File: config.mk
export PLATFORM = sky130hd
export DESIGN_NAME = fifo_rd_streamer
export DESIGN_NICKNAME = d
export VERILOG_FILES = /design/src/rtl/fifo_rd_pkg.sv /design/src/rtl/fifo_rd_skid.sv /design/src/rtl/fifo_rd_streamer.sv
export SDC_FILE = /design/constraint.sdc
export NUM_CORES = 1
export LEC_CHECK = 0
export CORE_UTILIZATION = 45
export DETAILED_ROUTE_END_ITERATION = 8
export PLACE_DENSITY = 0.71
export SLEW_MARGIN = 0
export SYNTH_ARGS = -nofsm -noshare
export SYNTH_HDL_FRONTEND = slang
export SYNTH_HIERARCHICAL = 1
export SYNTH_SLANG_ARGS = --single-unit
File: constraint.sdc
create_clock -name rclk -period 5.05 [get_ports rclk]
set_clock_uncertainty 0.2 [all_clocks]
set_input_delay 1.01 -clock rclk [delete_from_list [all_inputs] [get_ports rclk]]
set_output_delay 1.01 -clock rclk [all_outputs]
set_load 0.005 [all_outputs]
File: src/rtl/fifo_rd_pkg.sv
// Shared types and sizing helpers for the async-FIFO read-side streamer.
package fifo_rd_pkg;

    typedef enum logic [1:0] {
        IDLE  = 2'd0,
        RUN   = 2'd1,
        DRAIN = 2'd2
    } state_t;

    localparam int unsigned SKID_DEPTH = 2;

    function automatic int unsigned frame_cnt_width(input int unsigned frame_len);
        return $clog2(frame_len);
    endfunction

endpackage

File: src/rtl/fifo_rd_skid.sv
// Two-entry skid buffer: entry 0 is always the head, entry 1 holds the overflow word.
module fifo_rd_skid
    import fifo_rd_pkg::*;
#(
    parameter int unsigned DATA_WIDTH = 8
) (
    input  logic                  i_clk,
    input  logic                  i_rst,
    input  logic                  i_push,
    input  logic [DATA_WIDTH-1:0] i_push_data,
    input  logic                  i_pop,
    output logic [1:0]            o_count,
    output logic                  o_valid,
    output logic [DATA_WIDTH-1:0] o_head
);

    localparam logic [1:0] CNT_FULL = 2'(SKID_DEPTH);

    logic [DATA_WIDTH-1:0] r_mem0;
    logic [DATA_WIDTH-1:0] r_mem1;
    logic [1:0]            r_count;
    logic                  w_pop;

    assign w_pop   = i_pop && (r_count != 2'd0);
    assign o_count = r_count;
    assign o_valid = (r_count != 2'd0);
    assign o_head  = r_mem0;

    always_ff @(posedge i_clk or posedge i_rst) begin
        if (i_rst) begin
            r_mem0  <= '0;
            r_mem1  <= '0;
            r_count <= '0;
        end else begin
            unique case ({i_push, w_pop})
                2'b10: begin
                    if (r_count != CNT_FULL) begin
                        if (r_count == 2'd0) r_mem0 <= i_push_data;
                        else                 r_mem1 <= i_push_data;
                        r_count <= r_count + 2'd1;
                    end
                end
                2'b01: begin
                    r_mem0  <= r_mem1;
                    r_count <= r_count - 2'd1;
                end
                // push+pop: the incoming word lands behind whatever remains after the pop
                2'b11: begin
                    if (r_count == 2'd1) begin
                        r_mem0 <= i_push_data;
                    end else begin
                        r_mem0 <= r_mem1;
                        r_mem1 <= i_push_data;
                    end
                end
                default: ;
            endcase
        end
    end

endmodule

File: src/rtl/fifo_rd_streamer.sv
// Read-side engine: pulls words from the async FIFO read port and presents them
// as a framed valid/ready stream, hiding the FIFO's registered read latency.
module fifo_rd_streamer
    import fifo_rd_pkg::*;
#(
    parameter int unsigned DATA_WIDTH = 8,
    parameter int unsigned FRAME_LEN  = 16,
    parameter int unsigned CNT_WIDTH  = 16
) (
    input  logic                  rclk,
    input  logic                  rrst,
    input  logic                  en,
    input  logic                  fifo_empty,
    input  logic [DATA_WIDTH-1:0] fifo_data,
    output logic                  fifo_r_en,
    output logic                  out_valid,
    output logic [DATA_WIDTH-1:0] out_data,
    output logic                  out_last,
    input  logic                  out_ready,
    output logic                  busy,
    output logic [CNT_WIDTH-1:0]  word_count
);

    localparam int unsigned    FCW       = frame_cnt_width(FRAME_LEN);
    localparam logic [FCW-1:0] FRAME_MAX = FCW'(FRAME_LEN - 1);
    localparam logic [2:0]     OCC_LIMIT = 3'(SKID_DEPTH);

    state_t                r_state;
    state_t                w_next_state;
    logic                  r_busy;
    logic                  r_inflight;
    logic [FCW-1:0]        r_frame_cnt;
    logic [CNT_WIDTH-1:0]  r_word_count;

    logic [1:0]            w_count;
    logic                  w_valid;
    logic [DATA_WIDTH-1:0] w_head;
    logic                  w_pop;
    logic [2:0]            w_occ;
    logic                  w_r_en;

    fifo_rd_skid #(
        .DATA_WIDTH (DATA_WIDTH)
    ) u_skid (
        .i_clk       (rclk),
        .i_rst       (rrst),
        .i_push      (r_inflight),
        .i_push_data (fifo_data),
        .i_pop       (w_pop),
        .o_count     (w_count),
        .o_valid     (w_valid),
        .o_head      (w_head)
    );

    assign w_pop = w_valid && out_ready;

    // Occupancy after this edge if no read were issued; reading only while it is
    // below the buffer depth guarantees the in-flight word always has a slot.
    assign w_occ  = {1'b0, w_count} + {2'b00, r_inflight} - {2'b00, w_pop};
    assign w_r_en = (r_state == RUN) && !fifo_empty && (w_occ < OCC_LIMIT);

    always_comb begin
        w_next_state = r_state;
        unique case (r_state)
            IDLE: begin
                if (en) w_next_state = RUN;
            end
            RUN: begin
                if (!en) w_next_state = DRAIN;
            end
            DRAIN: begin
                if (en)
                    w_next_state = RUN;
                else if (!r_inflight && (w_count == 2'd0) && !w_pop)
                    w_next_state = IDLE;
            end
            default: w_next_state = IDLE;
        endcase
    end

    always_ff @(posedge rclk or posedge rrst) begin
        if (rrst) begin
            r_state    <= IDLE;
            r_busy     <= 1'b0;
            r_inflight <= 1'b0;
        end else begin
            r_state    <= w_next_state;
            r_busy     <= (w_next_state != IDLE);
            r_inflight <= w_r_en;
        end
    end

    always_ff @(posedge rclk or posedge rrst) begin
        if (rrst) begin
            r_frame_cnt  <= '0;
            r_word_count <= '0;
        end else if (w_pop) begin
            r_frame_cnt  <= (r_frame_cnt == FRAME_MAX) ? '0 : r_frame_cnt + 1'b1;
            r_word_count <= r_word_count + 1'b1;
        end
    end

    assign fifo_r_en  = w_r_en;
    assign out_valid  = w_valid;
    assign out_data   = w_head;
    assign out_last   = w_valid && (r_frame_cnt == FRAME_MAX);
    assign busy       = r_busy;
    assign word_count = r_word_count;

endmodule
==> impl_metrics.env, run 1 <==
export IMPL_status="complete, no violations"
export IMPL_remaining_drc_errors=0
export IMPL_cp_start_kind="input pin"
export IMPL_ir_worst_vdd_mv=0.281
export IMPL_insertion_delay_ns=0.29
export IMPL_min_path_type="reg -> reg"
export IMPL_max_clock_freq_mhz=211
export IMPL_cts_inserted_buffers=5
export IMPL_ios=41
export IMPL_syn_area_um2=2090
export IMPL_yosys_register_bits=42
export IMPL_synth_top_cell_by_area="dfrtp_1"
export IMPL_viasPerCell=5.25
export IMPL_drt_iter0_drc=57
export IMPL_multi_input_area_um2=985
export IMPL_ys_warn_count=6
export IMPL_antenna_found_initial=0
export IMPL_met1_usage_pct=22.7
export IMPL_grt_use_met3_pct=4.18
export IMPL_grt_max_degree=25
export IMPL_grt_use_met2_pct=26.8
export IMPL_relSlewSlack_pct=40.0
export IMPL_dpl_hpwl_um=2850
export IMPL_leakage_nw=1.23
export IMPL_gp_congestion=0.747
export IMPL_syn_num_nets=199
export IMPL_syn_avg_cell_area_um2=11.7
export IMPL_maxSlewViolCount=0
export IMPL_hold_start="word_count[15]"
export IMPL_top_usage_layer="met2"
export IMPL_yosys_most_used_dff="dfrtp_1"
export IMPL_core_rowCount=24
export IMPL_yosysMostFrequentCell="dfrtp_1"
export IMPL_first_pass_iters=5
export IMPL_post_cts_buffers=0
export IMPL_yosysSeqAreaShare_pct=50.3
export IMPL_die_h_um=70.1
export IMPL_tritoncts="done"
export IMPL_powerDensity_nw_per_um2=515
export IMPL_setup_violations_final=0
export IMPL_synth_cell_types=43
export IMPL_ys_top_cells_by_count="dfrtp_1 (42), nand2_1 (16), nor2_1 (12)"
export IMPL_nets=246
export IMPL_holdBufCountCts=0
export IMPL_syn_instance_count=179
export IMPL_clkTransAtPathRegs_ns=0.08
export IMPL_dieArea_um2=4920
export IMPL_cp_arrival_ns=3.53
export IMPL_netlist_area_leader_share_pct=50.3
export IMPL_final_cells=279
export IMPL_worstRegToRegCells=10
export IMPL_wl_per_cell_um=14.0
export IMPL_timing_rr_start="u_skid/o_count[1]"
export IMPL_required_ns=3.84
export IMPL_end_kind="primary output"
export IMPL_clock_path_buffers=2
export IMPL_hold_path_cell_count=1
export IMPL_r2r_end="r_inflight"
export IMPL_core_um2=4410
export IMPL_rsz0062_at_grt="false"
export IMPL_grt_pass1_wl_um=6610
export IMPL_area_growth_pct=27.4
export IMPL_finalHoldViolations=0
export IMPL_place_inst=271
export IMPL_root_buffer="clkbuf_8"
export IMPL_start_util_pct=47.3
export IMPL_worst_pin_slew_ns=0.899
export IMPL_grt_pass1_vias=1443
export IMPL_post_cts_resize_count=0
export IMPL_wl_um=3900
export IMPL_totalNegativeSetupSlack_ns=0
export IMPL_grtUsageTotal_pct=17.1
export IMPL_seqCellArea_um2=1050
export IMPL_overflow=0
export IMPL_htreeDepth=2
export IMPL_crit_fanout=3
export IMPL_drv_cap=0
export IMPL_rrSetupSlack_ns=2.23
export IMPL_yosys_top_cells_area="dfrtp_1 (50%), mux2_4 (5.8%), xnor2_1 (4.2%)"
export IMPL_antenna_cells=0
export IMPL_period_needed_ns=4.74
export IMPL_final_antenna_net_count=0
export IMPL_vias=1465
export IMPL_async_reset_ff_share_pct=100
export IMPL_path_class="in -> out"
export IMPL_hold_path_end="word_count[15]"
export IMPL_synth_edf_count=0
export IMPL_timing_final_crit_share_pct=93.8
export IMPL_io_buffers=40
export IMPL_fill_cells=398
export IMPL_die_width_um=70.1
export IMPL_drive_gt1_share_pct=16.7
export IMPL_clock_sinks=42
## state kept, by name, indices dropped and copies added (netlist names)
name and count:
r_inflight 1, u_skid/o_count 2, word_count 16, u_skid/r_mem1 8
r_frame_cnt 4, u_skid/o_head 8, busy 1, r_state 2
## worst max-delay path by stage
stage | depth (start not counted) | from | endpoint
floorplan | 7 | out_ready | fifo_r_en
global placement | 9 | out_ready | fifo_r_en
detailed placement | 9 | out_ready | fifo_r_en
CTS | 9 | out_ready | fifo_r_en
global route | 9 | out_ready | fifo_r_en
finish | 9 | out_ready | fifo_r_en
## placed cells by master, fill, tap and decap left out, types with 2 or more instances in the layout
cell type        instances
a21oi_1                  8
nand4_1                  4
mux2_4                   8
nor2_2                   3
nand2_1                 16
inv_1                    8
clkbuf_8                 8
clkdlybuf4s50_1         40
xnor2_1                 10
nand3_2                  3
o21ai_0                  6
mux2i_1                  7
nand2b_1                 3
and3_1                   4
nor2_1                  12
buf_4                    2
ha_1                     6
dfrtp_1                 42
xor2_1                   8
a21oi_2                  3
nor3_1                   3
## power by group
part	internal [mW]	total (mW)	switching, mW
registers	0.451	0.559	0.108
clock network	0.138	0.249	0.111
logic	0.313	0.562	0.249
## area by class of cell
type                            count  area share, %
Clock buffer                        8           4.14
Inverter                            9           1.27
Multi-Input combinational cell    126           37.0
Sequential cell                    42           39.5
Tap cell                           52           2.45
Timing Repair Buffer               42           15.6
## critical path, cell delays in order
cell and delay, ns:
clkdlybuf4s50_1 0.51, nand2_1 0.09, inv_2 0.07, ha_1 0.21
nand2b_1 0.15, fa_1 0.39, xor2_1 0.17, nor4b_1 0.35
clkdlybuf4s50_1 0.57
## stage by stage
step / utilization [%] / hold WS (ns) / area [um2] / power, mW / worst slack, ns
after floorplan: - / 0.265 / 2090 / 0.919 / 1.23
after global placement: 57.8 / 0.263 / 2550 / 1.11 / 0.303
after detailed placement: 57.8 / 0.277 / 2550 / 1.13 / 0.299
after CTS: 60.3 / 0.288 / 2660 / 1.38 / 0.286
after global routing: 60.3 / 0.293 / 2660 / 1.47 / 0.178
final: 60.3 / 0.282 / 2660 / 1.37 / 0.313
## cell families (layout without fill, tap and decap cells)
group                      Yosys count  in the layout  share of synthesized area, %
AOI/OAI and AO/OA                   26             26                          8.39
DFF                                 42             42                          50.3
xor gates and xnor gates            18             18                          7.55
buffers and inverters               11             59                          2.52
adders and majority gates            7              7                          4.55
and+or+nand+nor                     59             59                          16.9
muxes                               16             16                          9.77
## metal layers
layer,up-vias,share of wire [%]
met5,-,0
met4,0,1.8
met3,7,4.4
met2,33,47
met1,715,47
li1,710,-
Note: power is estimated with default switching activity, not from simulation.
==> run 2, diff against run 1 <==
- CTS_CLUSTER_DIAMETER: unset -> 30
- GPL_TIMING_DRIVEN: unset -> 0
==> run 2 against run 1 <==
- design area grew 1.6%
- core utilization grew 0.96 points
- sequential power is essentially flat
- maximum frequency shrank 2.0%
- sequential cell count is the same
- worst hold slack gained 0.0062 ns
- final cell count is the same
- first-iteration DRC count grew 72%
==> impl_metrics.env, run 2 (same netlist as run 1, synthesis figures left out) <==
export IMPL_finalHoldViolations=0
export IMPL_path_class="in -> out"
export IMPL_fill_cells=389
export IMPL_rsz0062_at_grt="false"
export IMPL_status="complete, no violations"
export IMPL_vias=1440
export IMPL_remaining_drc_errors=0
export IMPL_crit_fanout=11
export IMPL_totalNegativeSetupSlack_ns=0
export IMPL_first_pass_iters=4
export IMPL_fin_area_um2=2700
export IMPL_fin_ws_ns=0.216
export IMPL_core_um2=4410
export IMPL_htreeDepth=2
export IMPL_postPlaceCellArea_um2=2550
export IMPL_dieArea_um2=4920
export IMPL_leakage_nw=1.25
export IMPL_relSlewSlack_pct=39.1
export IMPL_grtUsageTotal_pct=16.9
export IMPL_die_h_um=70.1
export IMPL_place_inst=271
export IMPL_clkTransAtPathRegs_ns=0.08
export IMPL_wl_per_cell_um=13.6
export IMPL_die_width_um=70.1
export IMPL_cp_arrival_ns=3.62
export IMPL_insertion_delay_ns=0.29
export IMPL_cts_inserted_buffers=5
export IMPL_powerDensity_nw_per_um2=535
export IMPL_area_growth_pct=29.4
export IMPL_drt_iter0_drc=98
export IMPL_utilization_pct=61.2
export IMPL_clock_sinks=42
export IMPL_preCtsSetupSlack_ns=-0.00246
export IMPL_cp_start_kind="input pin"
export IMPL_period_needed_ns=4.83
export IMPL_power_total_mw=1.45
export IMPL_root_buffer="clkbuf_8"
export IMPL_min_path_type="reg -> reg"
export IMPL_viasPerCell=5.16
export IMPL_tritoncts="done"
export IMPL_end_kind="primary output"
export IMPL_dpl_hpwl_um=2710
export IMPL_final_cells=279
export IMPL_required_ns=3.84
export IMPL_setup_violations_final=0
export IMPL_final_cell_mix="dfrtp_1 (42), clkdlybuf4s50_1 (40), nand2_1 (15)"
export IMPL_holdBufCountCts=0
export IMPL_rrSetupSlack_ns=2.14
export IMPL_nets=246
export IMPL_ir_worst_vdd_mv=0.275
export IMPL_final_antenna_net_count=0
export IMPL_largest_register_ffs=16
export IMPL_start_util_pct=47.3
export IMPL_core_rowCount=24
export IMPL_max_clock_freq_mhz=207
export IMPL_maxSlewViolCount=0
export IMPL_antenna_found_initial=0
export IMPL_timing_final_crit_share_pct=95.7
export IMPL_clock_path_buffers=2
export IMPL_wl_um=3800
export IMPL_hold_ws_ns=0.288
export IMPL_worst_pin_slew_ns=0.913
export IMPL_grt_max_degree=25
export IMPL_gp_congestion=0.746
export IMPL_grt_pass1_vias=1429
export IMPL_grt_pass1_wl_um=6420
export IMPL_drv_cap=0
export IMPL_io_buffers=40
export IMPL_ios=41
export IMPL_overflow=0
export IMPL_antenna_cells=0
export IMPL_mostFrequentLayoutCell="dfrtp_1"
export IMPL_drive_gt1_share_pct=17.6
-- run 2: cell count changes in the layout (fill, tap and decap cells not counted), sizes merged --
cell	change
clkinv	+1
clkbuf	-3
bufinv	+2
-- run 2: path summary, 6_finish.rpt --
kind | cells past startpoint | end | start
worst min register to register | 1 | word_count[15] | word_count[15]
worst max register to register | 10 | r_inflight | u_skid/o_count[1]
min in group asynchronous | 2 | u_skid/r_mem1[1] | rrst
worst min-delay path | 1 | word_count[15] | word_count[15]
worst max-delay path | 9 | fifo_r_en | out_ready
max in group asynchronous | 2 | r_inflight | rrst
-- run 2: repair_timing --
item	4_1_cts	5_1_grt
resized for setup	1	2
pin swaps	0	0
setup buffers	0	0
endpoints found under the hold margin	0	0
setup endpoints to repair	1	1
-- run 2: layout make-up --
type / instances / area (um2) / area share, %
Sequential cell: 42 / 1050 / 38.9
Tap cell: 52 / 65.1 / 2.41
Inverter: 9 / 36.3 / 1.34
Timing Repair Buffer: 40 / 400 / 14.8
Clock inverter: 3 / 68.8 / 2.55
Clock buffer: 5 / 68.8 / 2.55
Multi-Input combinational cell: 126 / 993 / 36.8
Buffer: 2 / 18.8 / 0.694
-- run 2: where the power goes --
part           switching [mW]  total, mW  internal [mW]
sequential              0.107      0.557          0.451
clock                   0.120      0.318          0.198
combinational           0.253      0.571          0.318
total                   0.479       1.45          0.966
-- run 2: metal layers --
metal / up-vias / part of all wire, % / global-route usage [%]
li1: 716 / - / -
met1: 688 / 47 / 21.5
met2: 30 / 47 / 27.2
met3: 6 / 4.3 / 3.75
met4: 0 / 1.5 / 8.00
met5: - / 0 / 0
-- run 2: critical path: stages --
cell,delay [ns]
clkdlybuf4s50_1,0.53
nand2_2,0.14
inv_4,0.15
ha_1,0.23
nand2b_1,0.15
fa_1,0.37
xor2_1,0.17
nor4b_2,0.29
clkdlybuf4s50_1,0.56
==> run 3, diff against run 2 <==
- CAP_MARGIN: unset -> 20
- GPL_ROUTABILITY_DRIVEN: unset -> 0
==> results of run 3 <==
Same layout as run 2: the final DEF is identical, and so are final timing and power.
==> patch 1 (settings of run 1) <==
Set the parameter `CNT_WIDTH` to 32 (it was 16).
--- a/src/rtl/fifo_rd_streamer.sv
+++ b/src/rtl/fifo_rd_streamer.sv
@@ -5,7 +5,7 @@
 #(
     parameter int unsigned DATA_WIDTH = 8,
     parameter int unsigned FRAME_LEN  = 16,
-    parameter int unsigned CNT_WIDTH  = 16
+    parameter int unsigned CNT_WIDTH  = 32
 ) (
     input  logic                  rclk,
     input  logic                  rrst,
Interface: changed (resized word_count); port bits go from 41 to 57. The function was not compared with the original's and may differ.
==> patch 1 against run 1 <==
  * First-iteration DRC count is 81% higher
  * Critical path depth is 1 lower
  * Sequential share of layout area is 0.19 points higher
  * Die area is 35% higher
  * Power is 20% higher
  * Area after synthesis is 37% higher
  * Sequential cell count is 16 higher
  * Register-to-register slack worse by 90 ps
  * Wire length is 41% higher
  * Setup slack worse by 87 ps
  * Count of clock-buffer cells in the layout is 5 higher
  * Clock power is 52% higher
  * Cell area is 37% higher
==> patch 1: results (changes against run 1) <==
vias in the first global route=1908 (+32%); final HPWL from detailed placement=3810 um (+33%); hold crit path type=flip-flop to flip-flop; leakage power of the design=1.67 nW (+35%); final standard cell count with taps included and fillers excluded=389 (+39%); met3 GRT Util=4.11% (-0.074 points); instance count after placement with tap cells included=374 (+38%); GP Congestion=0.775 (+3.7%); global routing met2 resource utilization=26.8% (-0.066 points); average via count per standard cell=5.15 (-1.9%); Detail Route met3 WL=238 um (+39%); routed length on met1=2640 um (+44%); Core Area=6030 um2 (+37%); most numerous cell types in the synthesized netlist=dfrtp_1, xor2_1, xnor2_1; share of layout cells above drive strength 1=13.4% (-3.4 points); result of the run=finished clean; post-synthesis sequential area ratio=50.9% (+0.55 points); input/output buffers=56 (+40%); post-synth cell types=44 (+2.3%); final WL=5500 um (+41%); count of routing violations after the opening detailed-route iteration=103 (+81%); Pre-Repair DR Iteration Count=4 (-1); Net Count, Synth=266 (+34%); later-pin clock latency in the skew report=330 ps (+40 ps); Worst EP arrival=3610 ps (+80 ps); synth warn=6 (unchanged); flip-flop count of the largest register after layout=32 (+16); clock-pin slew reported for the worst setup and hold paths after clock tree synthesis=60 ps (-20 ps); Total Routing Usage GR=18.4% (+1.3 points); level count of the clock H-tree=3 (+1); fraction of met1 tracks used by global routing=25.2% (+2.5 points); Nets=330 (+34%); wire length of the first global-routing pass=9090 um (+37%); maximum resistive drop on vdd=0.000333 V (+18%); mean instance size in the synthesized netlist=11.6 um2 (-0.60%); pin count of the biggest net entering global routing=41 (+64%); transition time at the pin with the least slew margin=709 ps (-191 ps); slowest cell on the critical path=clkdlybuf4s50_1; maximum fanout along the worst path=5 (+2); total met2 wirelength after detailed routing=2510 um (+37%); highest metal used=met4; main area contributors after synthesis=dfrtp_1, xor2_1, xnor2_1, mux2_4, ha_1; Num CTS Buffers=9 (+4)
-- patch 1: worst paths after layout --
| check | from | slack (ps) | cells after the start | end |
|---|---|---|---|---|
| setup reg to reg | u_skid/o_count[1]$_DFFE_PP0P_ | 2140 | 7 | word_count[24]$_DFFE_PP0P_ |
| min in group asynchronous | rrst | 920 | 2 | u_skid/o_head[4]$_DFFE_PP0P_ |
| hold reg to reg | word_count[31]$_DFFE_PP0P_ | 270 | 1 | word_count[31]$_DFFE_PP0P_ |
| max in group asynchronous | rrst | 3280 | 2 | u_skid/o_head[2]$_DFFE_PP0P_ |
| setup / recovery | out_ready | 230 | 8 | fifo_r_en |
| hold / removal | word_count[31]$_DFFE_PP0P_ | 270 | 1 | word_count[31]$_DFFE_PP0P_ |
-- patch 1: logic make-up after synthesis --
logic type      Yosys count  synth area share [%]
xor+xnor                 35                  10.7
fa+ha+maj                 7                  3.33
compound gates           24                  5.40
simple gates             88                  18.9
flops                    58                  50.9
buf+inv                  16                  2.76
mux                      18                  7.94
-- patch 1: stage by stage --
step / util [%] / total power, mW / cell area (um2) / setup slack, ps
3_3_place_gp: 57.8 / 1.25 / 3480 / 263
6_report: 60.7 / 1.64 / 3660 / 226
4_1_cts: 60.7 / 1.65 / 3660 / 195
2_1_floorplan: - / 1.06 / 2850 / 966
5_1_grt: 60.7 / 1.75 / 3660 / 46.9
3_5_place_dp: 57.8 / 1.27 / 3480 / 204
-- patch 1: cell type report --
class                      count  area (um2)
fill                         517        2370
sequential                    58        1450
multi-input combinational    172        1320
timing repair buffer          58         576
clock buffer                  13         159
tap                           75        93.8
inverter                      11        41.3
clock inverter                 2        12.5
-- patch 1: power breakdown --
part	internal, mW	switching, mW	leakage [nW]
Sequential	0.581	0.111	0.730
Clock	0.202	0.177	0.0855
Combinational	0.321	0.248	0.853
==> patch 2 (settings of run 1) <==
Made on the original files. Register the output `word_count` once more; this adds one clock of latency there. The other outputs are not delayed to match.
--- a/src/rtl/fifo_rd_streamer.sv
+++ b/src/rtl/fifo_rd_streamer.sv
@@ -105,6 +105,8 @@
     assign out_data   = w_head;
     assign out_last   = w_valid && (r_frame_cnt == FRAME_MAX);
     assign busy       = r_busy;
-    assign word_count = r_word_count;
+    always_ff @(posedge rclk) begin
+        word_count <= r_word_count;
+    end
 
 endmodule
Formal check against the unedited RTL: not equivalent (a bounded check fails within 10 cycles, from zero or initial values and one cycle with rrst high).
==> patch 2 against run 1 <==
  * Power up 20%
  * Setup slack worse by 51 ps
  * Critical path depth unchanged
  * Area after synthesis up 15%
  * Cell area grew 15%
  * Sequential cell count up 16
  * Wire length is 2.4% higher
  * Largest power group is now registers
  * Largest cell class unchanged
==> patch 2: results (changes against run 1) <==
global routing met2 resource utilization=23.4% (-3.4 points); flop2flop setup slack=2150 ps (-80 ps); worst-case setup slack after placement=239 ps (-59.5 ps); maximum fanout along the worst path=8 (+5); post-synth cell types=45 (+4.7%); instance count after placement with tap cells included=303 (+12%); terminating pin of the worst hold path=word_count[15]$_DFF_P_; main area contributors after synthesis=dfrtp_1, dfxtp_1, mux2_4, xnor2_1, ha_1; most numerous cell types in the synthesized netlist=dfrtp_1, nand2_1, dfxtp_1; result of the run=finished clean; DR vias=1528 (+4.3%); routed length on met1=2000 um (+9.3%); GP Congestion=0.779 (+4.2%); fraction of met1 tracks used by global routing=22.6% (-0.074 points); share of layout cells above drive strength 1=16.5% (-0.27 points); share of async-settable or async-resettable flops after synthesis=72.4% (-28 points); level count of the clock H-tree=3 (+1); transition time at the pin with the least slew margin=905 ps (+5.94 ps); later-pin clock latency in the skew report=320 ps (+30 ps); launch instance of the worst min-delay path=r_word_count[15]$_DFFE_PP0P_; post-synthesis mux area share=8.49% (-1.3 points); leakage power of the design=1.36 nW (+9.9%); Nets=264 (+7.3%); wire length of the first global-routing pass=6800 um (+2.9%); Num CTS Buffers=9 (+4); Hold Crit Depth=0 (-1); post-synthesis sequential area ratio=57.1% (+6.8 points); maximum resistive drop on vdd=0.000274 V (-2.8%); post-detailed-placement cell area=2880 um2 (+13%); mean instance size in the synthesized netlist=12.4 um2 (+6.1%)
[patch 2: power groups by stage]
stage	Sequential (mW)	Clock, mW	Combinational (mW)
after global placement	0.710	0	0.549
after global routing	0.730	0.405	0.630
after detailed placement	0.715	0	0.557
after floorplan	0.696	0	0.374
after CTS	0.708	0.385	0.564
final	0.707	0.375	0.559
[patch 2: layout make-up]
| cell class | instances | area, um2 |
|---|---|---|
| clock buffers | 14 | 163 |
| clock inverters | 2 | 12.5 |
| fillers | 450 | 2050 |
| repair buffers | 41 | 408 |
| flip-flops and latches | 58 | 1370 |
| inverters | 8 | 30.0 |
| multi-input cells | 126 | 981 |
| well taps | 70 | 87.6 |
[patch 2: worst max path at each step]
stage,slack [ps],end,startpoint,cells after the start
2_1_floorplan,1230,fifo_r_en,out_ready,7
3_3_place_gp,290,fifo_r_en,out_ready,9
3_5_place_dp,240,fifo_r_en,out_ready,9
4_1_cts,230,fifo_r_en,out_ready,9
5_1_grt,80,fifo_r_en,out_ready,9
6_report,260,fifo_r_en,out_ready,9
